`src/rtl/reg_write_arbiter.sv`:
```
// rtl/reg_write_arbiter.sv - two-requester register write arbiter with locked 24-bit frequency word
//
// Ports:
//   clk, rst                    clock (rising edge) and synchronous active-high reset
//   a_valid/a_addr/a_data/a_ready   write requester A (I2C slave side)
//   b_valid/b_addr/b_data/b_ready   write requester B (internal sequencer)
//   reg_control, reg_freq, reg_duty committed registers (map 0x00, 0x02..0x04, 0x05)
//   freq_commit, addr_err, lock_timeout  single-cycle event pulses
module reg_write_arbiter #(
    parameter int unsigned LOCK_TIMEOUT = 1024
) (
    input  logic        clk,
    input  logic        rst,
    input  logic        a_valid,
    input  logic [7:0]  a_addr,
    input  logic [7:0]  a_data,
    output logic        a_ready,
    input  logic        b_valid,
    input  logic [7:0]  b_addr,
    input  logic [7:0]  b_data,
    output logic        b_ready,
    output logic [7:0]  reg_control,
    output logic [23:0] reg_freq,
    output logic [7:0]  reg_duty,
    output logic        freq_commit,
    output logic        addr_err,
    output logic        lock_timeout
);

    typedef enum logic [1:0] {
        UNLOCKED = 2'd0,
        LOCK_A   = 2'd1,
        LOCK_B   = 2'd2
    } state_t;

    localparam logic [15:0] TIMEOUT_LAST = 16'(LOCK_TIMEOUT - 1);

    state_t      state_q;
    logic [23:0] shadow_q;
    logic [15:0] idle_q;
    logic        last_a_q;      // 1 when A received the most recent grant
    logic [7:0]  control_q;
    logic [23:0] freq_q;
    logic [7:0]  duty_q;
    logic        freq_commit_q;
    logic        addr_err_q;
    logic        lock_timeout_q;

    logic        a_freq_addr;
    logic        b_freq_addr;
    logic        a_elig;
    logic        b_elig;
    logic        grant_a;
    logic        grant_b;
    logic        xfer;
    logic [7:0]  x_addr;
    logic [7:0]  x_data;
    logic        holder_xfer;
    logic        expire;
    logic [23:0] base_shadow;

    assign a_freq_addr = (a_addr >= 8'h02) && (a_addr <= 8'h04);
    assign b_freq_addr = (b_addr >= 8'h02) && (b_addr <= 8'h04);

    // The non-holder is shut out of the frequency bytes only; other addresses stay open.
    assign a_elig = a_valid && !((state_q == LOCK_B) && a_freq_addr);
    assign b_elig = b_valid && !((state_q == LOCK_A) && b_freq_addr);

    // Round-robin on contention, otherwise the lone eligible requester wins.
    assign grant_a = !rst && a_elig && (!b_elig || !last_a_q);
    assign grant_b = !rst && b_elig && (!a_elig ||  last_a_q);

    assign a_ready = grant_a;
    assign b_ready = grant_b;

    assign xfer   = grant_a || grant_b;
    assign x_addr = grant_a ? a_addr : b_addr;
    assign x_data = grant_a ? a_data : b_data;

    assign holder_xfer = ((state_q == LOCK_A) && grant_a) || ((state_q == LOCK_B) && grant_b);
    assign expire      = (state_q != UNLOCKED) && !holder_xfer && (idle_q == TIMEOUT_LAST);

    // An unlocked write starts from the committed word so untouched bytes keep their value.
    assign base_shadow = (state_q == UNLOCKED) ? freq_q : shadow_q;

    always_ff @(posedge clk) begin
        if (rst) begin
            state_q        <= UNLOCKED;
            shadow_q       <= 24'h000000;
            idle_q         <= 16'h0000;
            last_a_q       <= 1'b0;
            control_q      <= 8'h1C;
            freq_q         <= 24'h000000;
            duty_q         <= 8'h80;
            freq_commit_q  <= 1'b0;
            addr_err_q     <= 1'b0;
            lock_timeout_q <= 1'b0;
        end else begin
            freq_commit_q  <= 1'b0;
            addr_err_q     <= 1'b0;
            lock_timeout_q <= 1'b0;

            if (xfer) begin
                last_a_q <= grant_a;
                case (x_addr)
                    8'h00: control_q <= x_data;
                    8'h05: duty_q    <= x_data;
                    8'h02: begin
                        shadow_q <= {base_shadow[23:8], x_data};
                        if (state_q == UNLOCKED) begin
                            state_q <= grant_a ? LOCK_A : LOCK_B;
                        end
                    end
                    8'h03: begin
                        shadow_q <= {base_shadow[23:16], x_data, base_shadow[7:0]};
                        if (state_q == UNLOCKED) begin
                            state_q <= grant_a ? LOCK_A : LOCK_B;
                        end
                    end
                    8'h04: begin
                        // Only the holder (or anyone while unlocked) can reach 0x04 here.
                        freq_q        <= {x_data, base_shadow[15:0]};
                        freq_commit_q <= 1'b1;
                        state_q       <= UNLOCKED;
                    end
                    default: addr_err_q <= 1'b1;
                endcase
            end

            // Non-holder transfers never touch state or shadow, so expiry cannot collide with them.
            if ((state_q == UNLOCKED) || holder_xfer) begin
                idle_q <= 16'h0000;
            end else if (expire) begin
                idle_q         <= 16'h0000;
                state_q        <= UNLOCKED;
                shadow_q       <= 24'h000000;
                lock_timeout_q <= 1'b1;
            end else begin
                idle_q <= idle_q + 16'h0001;
            end
        end
    end

    assign reg_control  = control_q;
    assign reg_freq     = freq_q;
    assign reg_duty     = duty_q;
    assign freq_commit  = freq_commit_q;
    assign addr_err     = addr_err_q;
    assign lock_timeout = lock_timeout_q;

endmodule

```
`config.mk`:
```
export PLATFORM = sky130hd
export DESIGN_NAME = reg_write_arbiter
export DESIGN_NICKNAME = d
export VERILOG_FILES = /design/src/rtl/reg_write_arbiter.sv
export SDC_FILE = /design/constraint.sdc
export NUM_CORES = 1
export LEC_CHECK = 0
export ABC_AREA = 1
export BUFFER_PORTS_ARGS = -buffer_cell sky130_fd_sc_hd__clkbuf_2
export CELL_PAD_IN_SITES_DETAIL_PLACEMENT = 0
export CELL_PAD_IN_SITES_GLOBAL_PLACEMENT = 1
export CORE_UTILIZATION = 35
export CTS_CLUSTER_SIZE = 24
export DETAILED_ROUTE_END_ITERATION = 8
export MAX_ROUTING_LAYER = met4
export PLACE_DENSITY_LB_ADDON = 0.1
export SETUP_SLACK_MARGIN = 0.15
export SYNTH_ARGS = -nofsm -noshare
export SYNTH_HDL_FRONTEND = slang
export SYNTH_SLANG_ARGS = --single-unit
```
`constraint.sdc`:
```
create_clock -name clk -period 1.8 [get_ports clk]
set_input_delay 0.27 -clock clk [delete_from_list [all_inputs] [get_ports clk]]
set_output_delay 0.27 -clock clk [all_outputs]
set_load 0.1 [all_outputs]
```
* After elaboration in Yosys (flattened, before gate mapping)
Cells that the tools add are included.
** Word-level totals
- Register bits :: 86
- Word-level logic and storage cells :: 76
** Operators by class
- Add/sub/neg operators :: 1
- Order comparisons :: 4
- Eq/ne operators :: 7
- Muxes and demuxes :: 16
- Bitwise operators :: 1
- Reduce and logical (&&, ||, !) cells :: 37
** Operators by type and width (count)
- $mux 24 :: 4
- $pmux 24 s2 :: 1
- $add 16x1->16 const B :: 1
- $eq 16x10->1 const B :: 1
- $eq 8x2->1 const B :: 2
- $eq 8x3->1 const B :: 2
- $ge 8x2->1 const B :: 2
- $le 8x3->1 const B :: 2
- $mux 8 :: 2
- $logic_and 1x1->1 :: 14
- $mux 2 :: 5
- $logic_not 8->1 :: 1
- $logic_not 1->1 :: 7
- $reduce_and 2->1 :: 3
- $reduce_or 2->1 :: 3
- $logic_or 1x1->1 :: 5
- $reduce_or 5->1 :: 1
- $pmux 2 s2 :: 1
- $mux 1 :: 3
- $reduce_or 3->1 :: 1
- $eq 2x1->1 const B :: 1
- $eq 2x2->1 const B :: 1
- $logic_not 2->1 :: 1
- $reduce_bool 2->1 :: 1
- $not 1->1 :: 1

* Longest topological paths before layout
Gate-level depths: netlist of the first run.
- Word-level depth :: 15
- Gate-level depth with buffers :: 18

* Worst setup path before layout of the first run
OpenSTA, ideal clock, no wires.
- Path kind :: flip-flop to flip-flop
- Start point :: register state_q[1]
- End point :: register idle_q[10]
- Library setup time :: 0.070 ns
- Data arrival time :: 2.451 ns
- Setup slack :: -0.720 ns
- Stages on the path, launching flop included :: 16
- Path buffers :: 1
- Clock period less this slack :: 2.520 ns
- Path through :: dfxtp_1 inv_2 nor2_1 nand2_1 nor2_1 nand2_1 nand2_2 nor2_1 nor2_2 nand2_1 nand2_1 nor2_1 nand2_1 nand3_2 buf_2 a21oi_1
** On the way
- Word-level cells in the longest chain between the ends :: 13
- Elaborated cells on any way between the ends :: 26
- Classes of those cells :: eq/ne: 2; reduce/logical: 24
** RTL lines
- start: declaration :: RTL line 38 : state_t state_q;
- start signal: assignment :: RTL line 111 : state_q <= grant_a ? LOCK_A : LOCK_B;
- start signal: assignment :: RTL line 117 : state_q <= grant_a ? LOCK_A : LOCK_B;
- $eq 2x2->1 :: RTL line 66 : assign a_elig = a_valid && !((state_q == LOCK_B) && a_freq_addr);
- $logic_and 1x1->1 :: RTL line 66
- $logic_not 1->1 :: RTL line 66
- $logic_and 1x1->1 :: RTL line 66
- $logic_not 1->1 :: RTL line 71 : assign grant_b = !rst && b_elig && (!a_elig || last_a_q);
- $logic_or 1x1->1 :: RTL line 71
- $logic_and 1x1->1 * :: RTL line 71
- named net b_ready :: RTL line 21 : output logic b_ready,
- $logic_and 1x1->1 * :: RTL line 80 : assign holder_xfer = ((state_q == LOCK_A) && grant_a) || ((state_q == LOCK_B) && grant_b);
- $logic_or 1x1->1 * :: RTL line 80
- $logic_not 1->1 :: RTL line 81 : assign expire = (state_q != UNLOCKED) && !holder_xfer && (idle_q == TIMEOUT_LAST);
- $logic_and 1x1->1 (2 in series) :: RTL line 81
- $reduce_or 3->1 (no line) *
- end signal: assignment :: RTL line 139 : idle_q <= idle_q + 16'h0001;
- end: declaration :: RTL line 40 : logic [15:0] idle_q;
The timed path passes the listed nets; every way through them passes the cells marked *.
A chain may end at the register's enable or synchronous reset.

* Worst setup path after layout of the first run
- Start point :: register state_q[1]
- End point :: register shadow_q[9]
** On the way
- Word-level cells in the longest chain between the ends :: 14
- Elaborated cells on any way between the ends :: 35
- Classes of those cells :: eq/ne: 4; mux: 7; reduce/logical: 24
** RTL lines
- parallel branches: the longest is 13 deep, another holds $pmux 24 s2
- $mux 24 * :: RTL line 131 : if ((state_q == UNLOCKED) || holder_xfer) begin
- end signal: assignment :: RTL line 109 : shadow_q <= {base_shadow[23:8], x_data};
- end signal: assignment :: RTL line 115 : shadow_q <= {base_shadow[23:16], x_data, base_shadow[7:0]};
- end: declaration :: RTL line 39 : logic [23:0] shadow_q;
Mark *: on every way between the ends.

==> results.rst, run 1 <==
.. list-table::
   :header-rows: 1

   * - Metric
     - Value
   * - Yosys warning total
     - 0
   * - Layout Utilization
     - around 59%
   * - Wirelength per Cell
     - about 14 um
   * - Final design instance area without fill
     - 6240 um^2
   * - Clock insertion delay at the later pin of the skew report
     - 0.36 ns
   * - Post-Syn Instances
     - 570
   * - Cts hold-fix bufs
     - 0
   * - Cell Rows
     - 37
   * - Synth area leaders
     - sky130_fd_sc_hd__dfxtp_1, sky130_fd_sc_hd__nand2_1, sky130_fd_sc_hd__nor2_1
   * - Cell Area, Synth
     - 3850 um^2
   * - Maximum clock skew at final layout
     - 0.0100 ns
   * - Maximum fanout along the worst path
     - 8
   * - Chip height
     - 107 um
   * - Reg2reg end
     - shadow_q[9]
   * - Status
     - finished with violations
   * - Nets in the synthesized netlist
     - 607
   * - Total count of max-transition violations in the final report
     - 0
   * - GRT Residual Overflow
     - 0
   * - Portion of the post-synthesis area used by sequential elements
     - 40.5%
   * - Clock-pin slew reported for the worst setup and hold paths after clock tree synthesis
     - 0.09 ns
   * - Final setup vio count
     - 79
   * - Starting density of the core
     - 36.7%
   * - Residual DRC count
     - 0
   * - DP HPWL
     - between 7 and 8 mm
   * - Mean instance size in the synthesized netlist
     - 6.76 um^2
   * - Std-Cell Core Area
     - 10500 um^2
   * - Total number of H-tree levels
     - 3
   * - Total placed instance area
     - between 4000 and 5000 um^2
   * - Failing checks
     - setup timing
   * - Number of cells in the finished layout apart from fillers
     - 881
   * - Per-cell via count in the routed design
     - between 4 and 5
   * - Worst-Margin Slew
     - 0.570 ns
   * - Final WL
     - 12.7 mm
   * - Chip width
     - 107 um
   * - Peak VDD IR
     - 0.000303 V
   * - Clock Tree Buf Depth
     - 2
   * - Class of the tightest hold or removal check
     - primary input to register
   * - Pin count of the biggest net entering global routing
     - 38
   * - Setup CP Type
     - register to register
   * - Number of buffers added by the clock tree synthesis step
     - 9
   * - Buffers on Ports
     - 80
   * - Placed cell count
     - 821
   * - Crit start category
     - register
   * - Critical path destination
     - shadow_q[9]
   * - Number of nets in the finished design
     - a little under 800
   * - Commonest non-fill, non-tap cell in the layout
     - sky130_fd_sc_hd__nand2_1
   * - Number of flip-flops and latches in the synthesized netlist
     - just under 80
   * - Tightest slew margin relative to the limit
     - slightly above 60%
   * - Antenna violations before repair
     - 0
   * - Final RePlAce weighted congestion
     - 0.815
   * - CTS tree
     - built
   * - Cell chosen for the clock root
     - sky130_fd_sc_hd__clkbuf_8
   * - Hold Fails Final Rpt
     - 0
   * - Count of unique library cells instantiated by Yosys
     - 34
   * - RSZ-0062 raised after global routing
     - yes
   * - Clk sinks
     - 78
   * - Synth top area share
     - between 40% and 50%
   * - Area growth, synth to finish
     - 62.1%
   * - Number of antenna cells inserted
     - 0
   * - Vias
     - around 4300
   * - Pre-CTS WS
     - -0.309 ns
   * - Number of cells traversed by the worst register-to-register path
     - 18
   * - Reg-to-reg critical path startpoint
     - state_q[1]
   * - 1st-pass router iterations
     - 4
   * - Final critical delay including setup and external delays
     - 2.06 ns
   * - Layout filler cell count
     - 953
   * - P_leak
     - 2.75 nW
   * - I/O pin cnt
     - 81
   * - Crit path DAT
     - 2.35 ns
   * - Minimum setup slack among reg-to-reg paths
     - -0.26 ns
   * - Worst setup EP type
     - register
   * - Floorplan die area
     - 11400 um^2
   * - Initial detailed-routing violation count
     - 237
   * - Antenna-violating nets left
     - 0
   * - Area leader, netlist
     - sky130_fd_sc_hd__dfxtp_1
   * - Share of layout cells above drive strength 1
     - 48.7%
   * - Highest clock rate
     - 486 MHz
   * - Most frequent cells in the layout
     - sky130_fd_sc_hd__nand2_1, sky130_fd_sc_hd__clkbuf_2, sky130_fd_sc_hd__dfxtp_1
   * - Required time of the critical path
     - 2.09 ns
   * - All-Layer GR Usage
     - 22.6%
   * - Number of max-cap violations
     - 0
   * - Final worst slack
     - -0.256 ns
   * - Power density normalized to cell area
     - 584 nW/um^2
   * - Vias in the first global route
     - 4041
   * - Crit path launch
     - state_q[1]
   * - Global-route wire length before repair
     - between 15 and 20 mm
   * - Share of the cycle needed by the critical path after routing
     - 114%
-- report_power, final --
group	internal [mW]	switching (mW)	total, mW
clock	0.636	0.694	1.33
combinational	0.240	0.343	0.582
sequential	1.73	0.00359	1.73
total	2.61	1.04	3.65
-- cells in the mapped netlist --
library cell / n
sky130_fd_sc_hd__nand3_2: 4
sky130_fd_sc_hd__a21oi_2: 10
sky130_fd_sc_hd__or2_1: 1
sky130_fd_sc_hd__nand2_2: 6
sky130_fd_sc_hd__nor2_1: 83
sky130_fd_sc_hd__clkinv_1: 2
sky130_fd_sc_hd__ha_1: 1
sky130_fd_sc_hd__nor3b_1: 3
sky130_fd_sc_hd__nand3_1: 45
sky130_fd_sc_hd__nand2_4: 3
sky130_fd_sc_hd__nand4_1: 2
sky130_fd_sc_hd__o21ai_1: 19
sky130_fd_sc_hd__dfxtp_1: 78
sky130_fd_sc_hd__o21ai_0: 12
sky130_fd_sc_hd__nor2_4: 4
sky130_fd_sc_hd__inv_4: 1
sky130_fd_sc_hd__buf_6: 3
sky130_fd_sc_hd__clkbuf_1: 6
sky130_fd_sc_hd__nor2_2: 6
sky130_fd_sc_hd__o21ai_2: 1
sky130_fd_sc_hd__nor3_1: 7
sky130_fd_sc_hd__nand3b_1: 1
sky130_fd_sc_hd__inv_1: 43
sky130_fd_sc_hd__a21oi_1: 22
sky130_fd_sc_hd__o211ai_2: 2
sky130_fd_sc_hd__inv_2: 5
sky130_fd_sc_hd__buf_2: 10
sky130_fd_sc_hd__or2_0: 1
sky130_fd_sc_hd__nor4_1: 1
sky130_fd_sc_hd__nand2_1: 174
sky130_fd_sc_hd__buf_4: 6
sky130_fd_sc_hd__o211ai_1: 1
sky130_fd_sc_hd__and3_1: 1
sky130_fd_sc_hd__xor2_1: 6
-- cell families after synthesis --
family | share of synthesized area (%)
XOR/XNOR | 1.36
flip-flops | 40.5
AO/OA/AOI/OAI | 10.2
adder cells (fa/ha/maj) | 0.325
AND/OR/NAND/NOR | 38.6
buffers and inverters | 8.96
-- per-stage QoR --
stage          power [mW]  setup TNS, ns  hold WS (ns)
4_1_cts              3.57          -9.80         0.309
3_5_place_dp         2.19         -16.63         0.456
2_1_floorplan        2.00         -21.26         0.412
5_1_grt              3.78         -21.19         0.327
3_3_place_gp         2.19         -15.04         0.451
6_report             3.65         -11.69         0.329
-- state kept, by name, summed over array words and instances (netlist names) --
register      count
addr_err          1
freq_commit       1
idle_q           16
last_a_q          1
lock_timeout      1
reg_control       8
reg_duty          8
reg_freq         24
shadow_q         16
state_q           2
-- what timing repair did --
| action | in CTS | in global routing |
|---|---|---|
| cloned | 4 | 4 |
| resized for setup | 70 | 111 |
| setup endpoints to repair | 79 | 80 |
| pin swaps | 21 | 89 |
| setup buffers | 28 | 9 |
-- critical path: stages, from the launching register on --
cell and delay, ns:
sky130_fd_sc_hd__dfxtp_2 0.33, sky130_fd_sc_hd__inv_2 0.06, sky130_fd_sc_hd__nor2_2 0.03, sky130_fd_sc_hd__nand2_1 0.05, sky130_fd_sc_hd__nor2_1 0.04, sky130_fd_sc_hd__nand2_1 0.06, sky130_fd_sc_hd__nand2_2 0.08, sky130_fd_sc_hd__nor2_4 0.17
sky130_fd_sc_hd__nand2_4 0.09, sky130_fd_sc_hd__buf_6 0.13, sky130_fd_sc_hd__nand2_4 0.07, sky130_fd_sc_hd__nand2_4 0.08, sky130_fd_sc_hd__buf_6 0.13, sky130_fd_sc_hd__nor2_4 0.16, sky130_fd_sc_hd__clkbuf_16 0.19, sky130_fd_sc_hd__nand3_2 0.05
sky130_fd_sc_hd__nand2_1 0.06, sky130_fd_sc_hd__nand2_1 0.07, sky130_fd_sc_hd__a21oi_2 0.14
-- routing by layer --
| metal | vias up | track usage [%] | part of all wire (%) |
|---|---|---|---|
| li1 | 2139 | - | - |
| met1 | 1982 | 29.4 | 47 |
| met2 | 136 | 34.1 | 46 |
| met3 | 24 | 4.32 | 5.0 |
| met4 | 0 | 9.59 | 2.1 |
| met5 | - | - | 0 |
-- area by class of cell --
cell class / count / area [um^2] / share of cell area, %
Timing Repair Buffer: 182 / 1520 / 24.3
Clock inverter: 6 / 62.6 / 1.00
Clock buffer: 10 / 128 / 2.04
Sequential cell: 78 / 1570 / 25.1
Inverter: 51 / 220 / 3.53
Tap cell: 136 / 170 / 2.73
Multi-Input combinational cell: 418 / 2580 / 41.3
-- worst min-delay path by stage --
| stage | startpoint | endpoint | slack, ns | cells past startpoint |
|---|---|---|---|---|
| floorplan | idle_q[0] | idle_q[0] | 0.41 | 1 |
| global placement | reg_freq[16] | reg_freq[16] | 0.45 | 2 |
| detailed placement | reg_freq[19] | reg_freq[19] | 0.46 | 2 |
| CTS | rst | reg_control[0] | 0.31 | 3 |
| global route | rst | reg_control[0] | 0.33 | 3 |
| finish | rst | reg_control[0] | 0.33 | 3 |
No activity file was read; power rests on OpenSTA's default activity.
==> run 2: changes to the inputs <==
--- a/config.mk
+++ b/config.mk
@@ -9,7 +9,7 @@
 export BUFFER_PORTS_ARGS = -buffer_cell sky130_fd_sc_hd__clkbuf_2
 export CELL_PAD_IN_SITES_DETAIL_PLACEMENT = 0
 export CELL_PAD_IN_SITES_GLOBAL_PLACEMENT = 1
-export CORE_UTILIZATION = 35
+export CORE_UTILIZATION = 38
 export CTS_CLUSTER_SIZE = 24
 export DETAILED_ROUTE_END_ITERATION = 8
 export MAX_ROUTING_LAYER = met4
==> constraint.sdc (replaced) <==
create_clock -name clk -period 1.9 [get_ports clk]
set_input_delay 0.285 -clock clk [delete_from_list [all_inputs] [get_ports clk]]
set_output_delay 0.285 -clock clk [all_outputs]
set_load 0.1 [all_outputs]
==> results.rst, run 2 (synthesis gave the netlist of run 1 again) <==
.. list-table::
   :header-rows: 1

   * - Metric
     - Value
   * - Status
     - finished with violations (unchanged)
   * - Failing checks
     - setup timing (unchanged)
   * - Power density normalized to cell area
     - 550 nW/um^2 (was 584 nW/um^2)
   * - Clk sinks
     - 78 (unchanged)
   * - Final critical delay including setup and external delays
     - 2.04 ns (was 2.06 ns)
   * - Clock share of power
     - 36.0% (was 36.5%)
   * - Cts hold-fix bufs
     - 0 (unchanged)
   * - Maximum fanout along the worst path
     - 12 (was 8)
   * - Chip height
     - 103 um (was 107 um)
   * - Antenna-violating nets left
     - 0 (unchanged)
   * - Chip width
     - 103 um (was 107 um)
   * - Pre-CTS WS
     - -0.261 ns (was -0.309 ns)
   * - Share of layout cells above drive strength 1
     - 45.9% (was 48.7%)
   * - Layout filler cell count
     - 910 (was 953)
   * - Final WL
     - 12.2 mm (was 12.7 mm)
   * - Starting density of the core
     - 39.2% (was 36.7%)
   * - Global-route wire length before repair
     - 18.5 mm (was 19.5 mm)
   * - Area of the multi-input gates
     - 2570 um^2 (was 2580 um^2)
   * - RSZ-0062 raised after global routing
     - yes (unchanged)
   * - Cell chosen for the clock root
     - sky130_fd_sc_hd__clkbuf_8 (unchanged)
   * - CTS tree
     - built (unchanged)
   * - Vias
     - 4158 (was 4281)
   * - Number of antenna cells inserted
     - 0 (unchanged)
   * - Worst-Margin Slew
     - 0.559 ns (was 0.570 ns)
   * - Cell at the slowest stage of the critical path
     - sky130_fd_sc_hd__dfxtp_4 (was sky130_fd_sc_hd__dfxtp_2)
   * - 1st-pass router iterations
     - 4 (unchanged)
   * - Crit path DAT
     - 2.29 ns (was 2.35 ns)
   * - Most frequent cells in the layout
     - sky130_fd_sc_hd__nand2_1, sky130_fd_sc_hd__clkbuf_2, sky130_fd_sc_hd__dfxtp_1 (unchanged)
   * - Buffers on Ports
     - 80 (unchanged)
   * - Area taken by flip-flops and latches
     - 1570 um^2 (unchanged)
   * - Cell family contributing the most delay on the critical path
     - simple AND/OR/NAND/NOR gates (unchanged)
   * - Antenna violations before repair
     - 0 (unchanged)
   * - Cell-by-cell listing of the critical path
     - inv_2 -> nand2_1 -> a21oi_2 -> nand3_2 -> nand3_4 -> nand2_4 -> buf_6 -> nand2_4 -> nand2_8 -> buf_4 -> buf_6 -> nor2_4 -> nand2_2 -> buf_12 -> nand2_1 -> a21oi_2 (was inv_2 -> nor2_2 -> nand2_1 -> nor2_1 -> nand2_1 -> nand2_2 -> nor2_4 -> nand2_4 -> buf_6 -> nand2_4 -> nand2_4 -> buf_6 -> nor2_4 -> clkbuf_16 -> nand3_2 -> nand2_1 -> nand2_1 -> a21oi_2)
   * - Wirelength per Cell
     - 14.0 um (was 14.4 um)
   * - Clock Tree Buf Depth
     - 2 (unchanged)
   * - Cell Rows
     - 36 (was 37)
   * - Final RePlAce weighted congestion
     - 0.863 (was 0.815)
   * - Initial detailed-routing violation count
     - 191 (was 237)
   * - Peak VDD IR
     - 0.000318 V (was 0.000303 V)
   * - Final setup vio count
     - 65 (was 79)
   * - Area growth, synth to finish
     - 57.9% (was 62.1%)
   * - Share of the cycle needed by the critical path after routing
     - 107% (was 114%)
   * - Placed cell count
     - 810 (was 821)
   * - Hold Fails Final Rpt
     - 0 (unchanged)
   * - All-Layer GR Usage
     - 23.9% (was 22.6%)
   * - Number of max-cap violations
     - 0 (unchanged)
   * - Highest clock rate
     - 490 MHz (was 486 MHz)
   * - Maximum clock skew at final layout
     - 0.00683 ns (was 0.0100 ns)
   * - Net Switching
     - 1.00 mW (was 1.04 mW)
   * - Commonest non-fill, non-tap cell in the layout
     - sky130_fd_sc_hd__nand2_1 (unchanged)
   * - Switching Fraction
     - 30.0% (was 28.5%)
   * - Flip-flop count of the largest register, all copies and words added
     - 24 (unchanged)
   * - GRT Residual Overflow
     - 0 (unchanged)
   * - Total Negative Setup Slacks
     - -5.39 ns (was -11.69 ns)
   * - Per-cell via count in the routed design
     - 4.78 (was 4.86)
   * - Class of the tightest hold or removal check
     - primary input to register (unchanged)
   * - Required time of the critical path
     - 2.15 ns (was 2.09 ns)
   * - Clock-pin slew reported for the worst setup and hold paths after clock tree synthesis
     - 0.09 ns (about the same)
   * - Total number of H-tree levels
     - 3 (unchanged)
   * - Number of buffers added by the clock tree synthesis step
     - 9 (unchanged)
   * - Pin count of the biggest net entering global routing
     - 38 (unchanged)
   * - DP HPWL
     - 7.55 mm (was 7.89 mm)
   * - Internal power summed over all cells
     - 2.34 mW (was 2.61 mW)
   * - Number of cells in the finished layout apart from fillers
     - 869 (was 881)
   * - Clock insertion delay at the later pin of the skew report
     - 0.35 ns (was 0.36 ns)
   * - P_leak
     - 2.67 nW (was 2.75 nW)
   * - Number of nets in the finished design
     - 768 (was 777)
   * - Final design instance area without fill
     - 6080 um^2 (was 6240 um^2)
   * - Total placed instance area
     - 4840 um^2 (was 4890 um^2)
   * - Buffers and inverters on the worst path
     - 5 (was 4)
   * - Fraction of power consumed by combinational cells
     - 14.9% (was 16.0%)
   * - I/O pin cnt
     - 81 (unchanged)
   * - Final worst slack
     - -0.141 ns (was -0.256 ns)
   * - Largest incremental delay on the critical path
     - 0.35 ns (was 0.33 ns)
   * - Std-Cell Core Area
     - 9820 um^2 (was 10500 um^2)
   * - Crit start category
     - register (unchanged)
   * - Tightest slew margin relative to the limit
     - 62.9% (was 62.1%)
   * - Total count of max-transition violations in the final report
     - 0 (unchanged)
   * - Worst setup EP type
     - register (unchanged)
   * - Residual DRC count
     - 0 (unchanged)
   * - Floorplan die area
     - 10500 um^2 (was 11400 um^2)
   * - Register share of total power
     - 49.1% (was 47.5%)
   * - Vias in the first global route
     - 3753 (was 4041)
   * - Setup CP Type
     - register to register (unchanged)
[run 2: worst reg2reg max path: stages (launching register included)]
cell and delay (ns):
sky130_fd_sc_hd__dfxtp_4 0.35, sky130_fd_sc_hd__inv_2 0.05, sky130_fd_sc_hd__nand2_1 0.05, sky130_fd_sc_hd__a21oi_2 0.13
sky130_fd_sc_hd__nand3_2 0.12, sky130_fd_sc_hd__nand3_4 0.10, sky130_fd_sc_hd__nand2_4 0.07, sky130_fd_sc_hd__buf_6 0.14
sky130_fd_sc_hd__nand2_4 0.08, sky130_fd_sc_hd__nand2_8 0.08, sky130_fd_sc_hd__buf_4 0.14, sky130_fd_sc_hd__buf_6 0.11
sky130_fd_sc_hd__nor2_4 0.12, sky130_fd_sc_hd__nand2_2 0.08, sky130_fd_sc_hd__buf_12 0.16, sky130_fd_sc_hd__nand2_1 0.09
sky130_fd_sc_hd__a21oi_2 0.06
[run 2: final cells by class]
class	count	area share [%]
Multi-Input combinational cell	419	42.2
Sequential cell	78	25.8
Timing Repair Buffer	172	22.5
Inverter	51	3.74
Tap cell	133	2.74
Clock buffer	9	2.04
Clock inverter	7	1.05
[run 2: what timing repair did]
item / in CTS / in global routing
pin swaps: 25 / 27
cloned: 4 / 2
buffers inserted: 25 / 12
gates resized for setup: 68 / 96
setup endpoints to repair: 79 / 80
[run 2: through the flow]
stage	power [mW]	util [%]	hold slack, ns
finish	3.34	61.9	0.312
global placement	2.07	49.2	0.448
floorplan	1.90	-	0.412
detailed placement	2.07	49.2	0.455
global route	3.50	61.9	0.299
CTS	3.34	56.5	0.291
[run 2: worst paths after layout]
path	slack, ns	to	cells past startpoint	from
setup / recovery	-0.14	shadow_q[8]	16	state_q[1]
hold / removal	0.31	last_a_q	3	rst
setup reg to reg	-0.14	shadow_q[8]	16	state_q[1]
hold reg to reg	0.47	shadow_q[3]	2	shadow_q[3]
[run 2: power groups by stage]
stage                     Sequential [mW]  Clock (mW)  Combinational [mW]
final                                1.64        1.21               0.499
after CTS                            1.64        1.24               0.460
after global routing                 1.64        1.33               0.530
after global placement               1.68           0               0.394
after floorplan                      1.70           0               0.195
after detailed placement             1.68           0               0.394
[run 2: per-layer routing]
metal / share of wire (%) / vias up / global-route usage (%) / wire length, um
met5: 0 / - / - / 0
met4: 1.3 / 0 / 6.59 / 155
met3: 4.5 / 12 / 4.41 / 543
met2: 47 / 115 / 37.0 / 5790
met1: 47 / 1901 / 31.7 / 5700
li1: - / 2130 / - / -
==> run 3: changes to the inputs <==
--- a/config.mk
+++ b/config.mk
@@ -18,3 +18,4 @@
 export SYNTH_ARGS = -nofsm -noshare
 export SYNTH_HDL_FRONTEND = slang
 export SYNTH_SLANG_ARGS = --single-unit
+export TNS_END_PERCENT = 1
==> results.rst, run 3 (synthesis gave the netlist of run 1 again) <==
.. list-table::
   :header-rows: 1

   * - Metric
     - Value
   * - DP HPWL
     - 7.79 mm (was 7.55 mm)
   * - Smallest hold slack
     - 0.305 ns (was 0.312 ns)
   * - Chip width
     - 103 um (unchanged)
   * - Crit path DAT
     - 1.74 ns (was 2.29 ns)
   * - I/O pin cnt
     - 81 (unchanged)
   * - Final RePlAce weighted congestion
     - 0.803 (was 0.863)
   * - Required time of the critical path
     - 1.62 ns (was 2.15 ns)
   * - P_leak
     - 2.49 nW (was 2.67 nW)
   * - Buffers and inverters on the worst path
     - 5 (unchanged)
   * - All-Layer GR Usage
     - 23.2% (was 23.9%)
   * - Share of the cycle needed by the critical path after routing
     - 107% (about the same)
   * - Peak VDD IR
     - 0.000436 V (was 0.000318 V)
   * - 1st-pass router iterations
     - 4 (unchanged)
   * - Clock insertion delay at the later pin of the skew report
     - 0.35 ns (about the same)
   * - Final design instance area without fill
     - 5550 um^2 (was 6080 um^2)
   * - Depth of the worst hold-timing path
     - 3 (unchanged)
   * - Total number of H-tree levels
     - 3 (unchanged)
   * - Setup CP Type
     - register to primary output (was register to register)
   * - Commonest non-fill, non-tap cell in the layout
     - sky130_fd_sc_hd__nand2_1 (unchanged)
   * - Cell Rows
     - 36 (unchanged)
   * - Std-Cell Core Area
     - 9820 um^2 (unchanged)
   * - Floorplan die area
     - 10500 um^2 (unchanged)
   * - Number of nets in the finished design
     - 737 (was 768)
   * - Failing checks
     - setup timing (unchanged)
   * - Chip height
     - 103 um (unchanged)
   * - Overall power after layout
     - 3.45 mW (was 3.34 mW)
   * - Vias in the first global route
     - 3856 (was 3753)
   * - Total count of max-transition violations in the final report
     - 0 (unchanged)
   * - Crit start category
     - register (unchanged)
   * - Antenna violations before repair
     - 0 (unchanged)
   * - Total placed instance area
     - 4890 um^2 (was 4840 um^2)
   * - Number of buffers added by the clock tree synthesis step
     - 9 (unchanged)
   * - Buffers on Ports
     - 80 (unchanged)
   * - Pin count of the biggest net entering global routing
     - 38 (unchanged)
   * - Most frequent cells in the layout
     - sky130_fd_sc_hd__nand2_1, sky130_fd_sc_hd__clkbuf_2, sky130_fd_sc_hd__dfxtp_1 (unchanged)
   * - RSZ-0062 raised after global routing
     - yes (unchanged)
   * - Status
     - finished with violations (unchanged)
   * - Maximum clock skew at final layout
     - 0.00622 ns (was 0.00683 ns)
   * - Cell at the slowest stage of the critical path
     - sky130_fd_sc_hd__dfxtp_2 (was sky130_fd_sc_hd__dfxtp_4)
   * - Clk sinks
     - 78 (unchanged)
   * - Highest clock rate
     - 494 MHz (was 490 MHz)
   * - Share of layout cells above drive strength 1
     - 38.3% (was 45.9%)
   * - CTS tree
     - built (unchanged)
   * - Vias
     - 4007 (was 4158)
   * - Maximum fanout along the worst path
     - 4 (was 12)
   * - Depth of the critical timing path with buffers and inverters included
     - 12 (was 16)
   * - Tightest slew margin relative to the limit
     - 63.1% (was 62.9%)
   * - Flip-flop count of the largest register, all copies and words added
     - 24 (unchanged)
   * - Hold Fails Final Rpt
     - 0 (unchanged)
   * - Cell-by-cell listing of the critical path
     - inv_2 -> nor2_2 -> nand2_1 -> nor2_1 -> nand2_1 -> nand2_2 -> nor2_4 -> nand2_4 -> buf_6 -> clkinvlp_4 -> buf_6 -> buf_12 (was inv_2 -> nand2_1 -> a21oi_2 -> nand3_2 -> nand3_4 -> nand2_4 -> buf_6 -> nand2_4 -> nand2_8 -> buf_4 -> buf_6 -> nor2_4 -> nand2_2 -> buf_12 -> nand2_1 -> a21oi_2)
   * - Power density normalized to cell area
     - 621 nW/um^2 (was 550 nW/um^2)
   * - Cell chosen for the clock root
     - sky130_fd_sc_hd__clkbuf_8 (unchanged)
   * - Final critical delay including setup and external delays
     - 2.03 ns (was 2.04 ns)
   * - Worst setup EP type
     - primary output (was register)
   * - Final setup vio count
     - 48 (was 65)
   * - Largest incremental delay on the critical path
     - 0.33 ns (was 0.35 ns)
   * - Area growth, synth to finish
     - 44.2% (was 57.9%)
   * - Cell family contributing the most delay on the critical path
     - simple AND/OR/NAND/NOR gates (unchanged)
   * - Layout Utilization
     - 56.6% (was 61.9%)
   * - Final WL
     - 10.9 mm (was 12.2 mm)
   * - Number of max-cap violations
     - 0 (unchanged)
   * - Worst-Margin Slew
     - 0.556 ns (was 0.559 ns)
   * - Antenna-violating nets left
     - 0 (unchanged)
   * - Number of cells traversed by the worst register-to-register path
     - 15 (was 16)
   * - Class of the tightest hold or removal check
     - primary input to register (unchanged)
   * - Clock Tree Buf Depth
     - 2 (unchanged)
   * - Residual DRC count
     - 0 (unchanged)
   * - Number of antenna cells inserted
     - 0 (unchanged)
   * - Initial detailed-routing violation count
     - 142 (was 191)
   * - GRT Residual Overflow
     - 0 (unchanged)
   * - Wirelength per Cell
     - 13.0 um (was 14.0 um)
   * - Global-route wire length before repair
     - 18.2 mm (was 18.5 mm)
   * - Per-cell via count in the routed design
     - 4.78 (about the same)
   * - Final worst slack
     - -0.126 ns (was -0.141 ns)
   * - Starting density of the core
     - 39.2% (unchanged)
   * - Clock-pin slew reported for the worst setup and hold paths after clock tree synthesis
     - 0.08 ns (was 0.09 ns)
## run 3: cell types whose count changed in the layout (fill, tap and decap cells not counted), moves of 4 or more
cell,delta
sky130_fd_sc_hd__nand2_2,-14
sky130_fd_sc_hd__nand3_4,-4
sky130_fd_sc_hd__nand2_1,+12
sky130_fd_sc_hd__clkinv_4,-4
sky130_fd_sc_hd__nand3_1,+7
sky130_fd_sc_hd__nor2_4,-10
sky130_fd_sc_hd__nor2_1,+9
sky130_fd_sc_hd__inv_6,-4
sky130_fd_sc_hd__buf_4,-25
## run 3: metal layers
layer	global-route usage, %	vias to the layer above	share of wire [%]
met5	-	-	0
met4	9.34	0	2.1
met3	3.93	20	4.5
met2	36.6	101	46
met1	29.5	1823	47
li1	-	2063	-
## run 3: tightest hold or removal path: stages
cell and delay [ns]:
sky130_fd_sc_hd__clkbuf_2 0.13, sky130_fd_sc_hd__buf_4 0.17, sky130_fd_sc_hd__a21oi_2 0.03
## run 3: repair_timing
action,4_1_cts,5_1_grt
resized for setup,52,62
hold buffers,0,0
pin swaps,30,17
buffers inserted,4,0
setup endpoints to repair,79,80
gates cloned,0,1
## run 3: area by class of cell
cell class	instances	area (um^2)
Fill cell	1027	4270
Multi-Input combinational cell	417	2310
Sequential cell	78	1570
Timing Repair Buffer	143	1080
Inverter	51	220
Tap cell	133	166
Clock buffer	10	128
Clock inverter	6	86.3
## run 3: worst paths after layout
path	start	end	slack [ns]
worst min register to register	shadow_q[15]	shadow_q[15]	0.47
worst max-delay path	state_q[1]	a_ready	-0.13
worst min-delay path	rst	last_a_q	0.31
worst max register to register	state_q[1]	reg_freq[17]	-0.08
## run 3: through the flow
step / TNS [ns] / setup slack (ns) / std cells
after floorplan: -14.79 / -0.249 / 570
after global placement: -10.96 / -0.311 / 817
after detailed placement: -13.89 / -0.293 / 817
after CTS: -2.22 / -0.127 / 837
after global routing: -11.39 / -0.228 / 838
final: -1.88 / -0.126 / 838
## run 3: power breakdown
part | internal, mW | switching (mW)
registers | 1.64 | 0.00399
logic | 0.181 | 0.278
clock network | 0.737 | 0.610
